**src/rtl/traffic_phase_timer.sv**
```systemverilog
// ---------------------------------------------------------------------------
// traffic_phase_timer
//   Timing responder for the highway/secondary/pedestrian light controller.
//   A free-running prescaler produces a one-second Tick; SecCount counts
//   seconds since the last restart (StateChg or Reset) and saturates at
//   MAX_T. tYel flags that the amber interval has elapsed and tSec flags
//   that the green target has been reached. The green target may be
//   stretched in EXT_T steps, up to MAX_T, if Extend is high when the count
//   reaches the current target.
//
// Optional build macro: TIMER_FREEZE_EN adds the Freeze input, which halts
//   the prescaler, counter, target and state (StateChg still clears).
//
// Ports:
//   Clock     in   rising-edge clock
//   Reset     in   synchronous active-high reset
//   StateChg  in   restart request (level, sampled every cycle)
//   Extend    in   stretch request, sampled only at target-reached events
//   Freeze    in   (TIMER_FREEZE_EN only) hold the timer
//   tYel      out  SecCount >= YEL_T since restart
//   tSec      out  green target reached (held until restart)
//   Tick      out  one-cycle pulse per one-second boundary
//   SecCount  out  seconds since restart, saturating at MAX_T
//   Extended  out  at least one extension granted since restart
// ---------------------------------------------------------------------------
module traffic_phase_timer #(
    parameter int TICK_DIV = 50000000,
    parameter int CW       = 6,
    parameter int YEL_T    = 3,
    parameter int GRN_T    = 10,
    parameter int EXT_T    = 5,
    parameter int MAX_T    = 30
) (
    input  logic          Clock,
    input  logic          Reset,
    input  logic          StateChg,
    input  logic          Extend,
`ifdef TIMER_FREEZE_EN
    input  logic          Freeze,
`endif
    output logic          tYel,
    output logic          tSec,
    output logic          Tick,
    output logic [CW-1:0] SecCount,
    output logic          Extended
);

    localparam int            PW      = (TICK_DIV > 2) ? $clog2(TICK_DIV) : 1;
    localparam logic [PW-1:0] PRE_MAX = PW'(TICK_DIV - 1);
    localparam logic [CW-1:0] YEL_C   = CW'(YEL_T);
    localparam logic [CW-1:0] GRN_C   = CW'(GRN_T);
    localparam logic [CW-1:0] MAX_C   = CW'(MAX_T);
    localparam logic [CW:0]   EXT_C   = (CW + 1)'(EXT_T);

    typedef enum logic [0:0] {
        COUNT = 1'b0,
        DONE  = 1'b1
    } state_t;

    state_t        state, state_n;
    logic [PW-1:0] pre, pre_n;
    logic [CW-1:0] target, target_n;
    logic [CW-1:0] sec_n;
    logic          tick_n, yel_n, tsec_n, ext_n;
    logic          run;

    // Seconds counter increment that sticks at the ceiling instead of wrapping.
    function automatic logic [CW-1:0] sat_inc(input logic [CW-1:0] v);
        return (v >= MAX_C) ? v : v + 1'b1;
    endfunction

    // Next green target after one extension, clamped to MAX_T. Computed one
    // bit wider so the sum cannot wrap before the clamp.
    function automatic logic [CW-1:0] ext_clamp(input logic [CW-1:0] t);
        logic [CW:0] s;
        s = {1'b0, t} + EXT_C;
        return (s > {1'b0, MAX_C}) ? MAX_C : s[CW-1:0];
    endfunction

`ifdef TIMER_FREEZE_EN
    assign run = ~Freeze;
`else
    assign run = 1'b1;
`endif

    always_comb begin
        pre_n    = pre;
        sec_n    = SecCount;
        target_n = target;
        state_n  = state;
        tick_n   = 1'b0;
        yel_n    = tYel;
        tsec_n   = tSec;
        ext_n    = Extended;

        if (run) begin
            if (pre == PRE_MAX) begin
                pre_n  = '0;
                tick_n = 1'b1;
                sec_n  = sat_inc(SecCount);
            end else begin
                pre_n = pre + 1'b1;
            end

            // Extend is looked at only on the edge the count lands on the
            // target; a target already at the ceiling cannot grow further.
            if (state == COUNT && tick_n && sec_n == target) begin
                if (Extend && target < MAX_C) begin
                    target_n = ext_clamp(target);
                    ext_n    = 1'b1;
                end else begin
                    tsec_n  = 1'b1;
                    state_n = DONE;
                end
            end
        end

        // Sticky: rises on the edge SecCount reaches YEL_T.
        if (sec_n >= YEL_C) begin
            yel_n = 1'b1;
        end
    end

    always_ff @(posedge Clock) begin
        if (Reset || StateChg) begin
            state    <= COUNT;
            pre      <= '0;
            SecCount <= '0;
            target   <= GRN_C;
            Tick     <= 1'b0;
            tYel     <= 1'b0;
            tSec     <= 1'b0;
            Extended <= 1'b0;
        end else begin
            state    <= state_n;
            pre      <= pre_n;
            SecCount <= sec_n;
            target   <= target_n;
            Tick     <= tick_n;
            tYel     <= yel_n;
            tSec     <= tsec_n;
            Extended <= ext_n;
        end
    end

endmodule

```
**config.mk**
```make
export PLATFORM = sky130hd
export DESIGN_NAME = traffic_phase_timer
export DESIGN_NICKNAME = d
export VERILOG_FILES = /design/src/rtl/traffic_phase_timer.sv
export SDC_FILE = /design/constraint.sdc
export NUM_CORES = 1
export LEC_CHECK = 0
export CORE_ASPECT_RATIO = 0.7
export CORE_UTILIZATION = 40
export CTS_CLUSTER_SIZE = 30
export DETAILED_ROUTE_END_ITERATION = 10
export GPL_TIMING_DRIVEN = 0
export PLACE_DENSITY_LB_ADDON = 0.15
export SYNTH_ARGS = -nofsm -noshare
export SYNTH_HDL_FRONTEND = slang
export SYNTH_SLANG_ARGS = --single-unit
```
**constraint.sdc**
```tcl
create_clock -name Clock -period 4.75 [get_ports Clock]
set_input_delay 0.7125 -clock Clock [delete_from_list [all_inputs] [get_ports Clock]]
set_output_delay 0.7125 -clock Clock [all_outputs]
set_load 0.05 [all_outputs]
```
==> run metrics <==
Gate power share 2.0%; clk root buf clkbuf_8; Antenna Nets Post-Route 0; WL per Instance around 13 µm; top_reg_cell synth dfxtp_1; Worst Skew 4.58 ps; Final Hold Viols 0; switching power total between 0.0001 and 0.00015 W; VDD IR max roughly 160 µV; hold crit path type flop to flop; commonest cells after routing, fill and taps aside 51 x nor2_1, 42 x dfxtp_1, 17 x xor2_1; vias per cell just over 5; Die Ht 64.5 µm; xor and xnor area share after synthesis approximately 14%; Post-CTS Resized 0; internal power between 0.0004 and 0.0005 W; period utilization approximately 66%; layout cells sized above 1 under 10%; area of the die between 0.005 and 0.006 mm²; sequential fraction of the synthesis area a little under two fifths; Std-Cell Core Area about 0.0053 mm²; clk buf depth 2; via count of the routed design approximately 1800; hold path endpoint Extended; HPWL Detailed about 3400 µm; Slowest-stage cell, CP nor4_1; synthesized area between 0.002 and 0.0025 mm²; Least-Margin Pin Slew around 570 ps; ant diodes 0; area grow syn2layout 14.1%; CP cell instances ha_1 > nand3_2 > nor4_1 > and4_1 > clkbuf_1 > xor3_1 > nor4b_4 > mux2i_1 > nor2_1; EDFF count, synth 0; clock latency on the worst-skew pair ~290 ps; Post-Place Cell Area about 0.0024 mm²; Remaining DRCs 0; clock buffer count from CTS 5; power share of the sequential group 58.3%; setup TNS 0 ps; number of placed I/O pins 14; yosys warns 0; Leak 0.876 nW; vias in the first global route between 1500 and 2000; post-CTS setup buffers 0; Worst Min Path Start Extended; initial core utilization a little over two fifths; Achievable Freq 319 MHz; minimum clock period approximately 3100 ps; worst path arrival time 3310 ps; cells after synthesis about 260; worst flop-to-flop path startpoint pre[0]; hold path cells 1; H-tree Lvls 2; switch share 22.0%; Setup Viol. Count Final 0; synthesis-stage register bit count 42; Slew HR between 60% and 70%; Max Cap Violations 0; Compound-Gate Fraction of Synth Area around 9%; Pins Over Slew Limit 0; R2R setup slack about 1600 ps; I/O Buffers 13; # rows 22; Clk pin slew, worst setup/hold paths ~80 ps; Placer Congestion roughly 0.8; Die W 91.2 µm; Distinct cells, synth 48; FILL cells a little over 500; first-pass GRT wire length roughly 7800 µm; Setup WS pre-CTS ~1700 ps; startpoint types flop; mux cell area share after synthesis under 10%; All-Layer GR Usage 16.8%; Final Instance Area around 0.0025 mm²; Post-Synth Simple-Gate Area 32.4%; setup repair after global routing missed its margin no; Post-Route WL 4550 µm; Synth Area per Inst around 8.6 µm²; ys async rst share 0%; WS Path Type flop to flop; DRT iter0 DRCs just over 100; commonest non-fill, non-tap cell in the layout nor2_1; fin worst setup slack approximately 1600 ps; Adder-Cell Fraction of Synth Area under 10%; fin nets around 290; FF-to-FF End target[0]; largest net degree at the start of global routing 14; Power Density around 240 mW/mm²; critical path endpoint category flop; worst-case reg-to-reg path depth 9; global route total overflow 0; combinational family with the most area after synthesis simple AND/OR/NAND/NOR gates; CTS sink cnt 42; Critical Path RT 4920 ps; CTS tree built; net count after synthesis roughly 270; status finished, final reports clean; Slowest Stage Delay on Critical Path 560 ps; Pre-Repair DR Iteration Count 4; post-cts hold buffer count 0; clock network power share roughly 40%; critical path peak fanout 6; initial antenna violation count 0
cells in the mapped netlist, drive strengths merged, types with 3 or more instances:
library cell	number	area, µm²
a21oi	7	42.5
and2	4	27.5
and3	10	63.8
and4	5	46.3
clkbuf	9	33.8
dfxtp	42	841
ha	5	62.6
inv	4	15.0
nand2	14	52.6
nand2b	3	18.8
nand3	16	90.1
nand4	11	75.1
nor2	51	191
nor4	3	18.8
o21ai	6	30.0
o31ai	3	27.5
or3	3	18.8
or4	3	30.0
xnor2	16	140
xor2	17	149
registers in the layout (all words and copies together), names as in the netlist:
name and cells:
tYel 1, pre 26, state 1, target 6, Extended 1, Tick 1, SecCount 6
through the flow:
| stage | hold WS, ps | instances | power (W) | utilization (%) |
|---|---|---|---|---|
| floorplan | 438 | 258 | 0.000368 | - |
| global placement | 450 | 343 | 0.000374 | 46.1 |
| detailed placement | 481 | 343 | 0.000374 | 46.1 |
| global route | 505 | 351 | 0.000629 | 47.9 |
| CTS | 496 | 351 | 0.000616 | 47.9 |
| finish | 484 | 351 | 0.000607 | 47.9 |
cell type report:
cell class / count / area, µm² / area share, %
Buffer: 11 / 43.8 / 1.72
Clock buffer: 6 / 82.6 / 3.24
Clock inverter: 2 / 12.5 / 0.492
Inverter: 4 / 15.0 / 0.590
Multi-Input combinational cell: 201 / 1330 / 52.3
Sequential cell: 42 / 841 / 33.0
Tap cell: 72 / 90.1 / 3.54
Timing Repair Buffer: 13 / 130 / 5.11
critical path, delay by kind of cell (launching register included):
family	cells	cell delay (ps)
mux	1	260
buf+inv	1	230
xor+xnor	1	340
fa+ha+maj	1	280
simple gates	5	1490
flops	1	410
worst max-delay path by stage:
stage / startpoint / endpoint / slack (ps) / cells past startpoint
after global placement: pre[0] / target[2] / 1640 / 9
final: pre[0] / target[0] / 1610 / 9
after global routing: pre[0] / target[2] / 1380 / 9
after CTS: pre[0] / target[0] / 1640 / 9
after floorplan: SecCount[0] / target[2] / 1770 / 9
after detailed placement: pre[0] / target[0] / 1660 / 9
power groups by stage:
stage                     clock network (W)   logic (W)  registers, W
final                              0.000241   0.0000121      0.000353
after detailed placement                  0   0.0000122      0.000362
after floorplan                           0  0.00000660      0.000362
after global routing               0.000262   0.0000134      0.000354
after CTS                          0.000250   0.0000122      0.000353
after global placement                    0   0.0000121      0.000362
routing by layer:
| metal | vias up | part of all wire (%) | global-route usage [%] |
|---|---|---|---|
| met5 | - | 0 | 0 |
| met4 | 0 | 1.2 | 5.56 |
| met3 | 6 | 3.8 | 3.64 |
| met2 | 34 | 36 | 22.4 |
| met1 | 798 | 59 | 26.1 |
| li1 | 946 | - | - |
cells by family after synthesis:
logic type	Yosys count
xor+xnor	34
fa+ha+maj	5
flops	42
buf+inv	15
mux	2
simple gates	133
compound gates	27
Power figures use the tool's default switching activity.
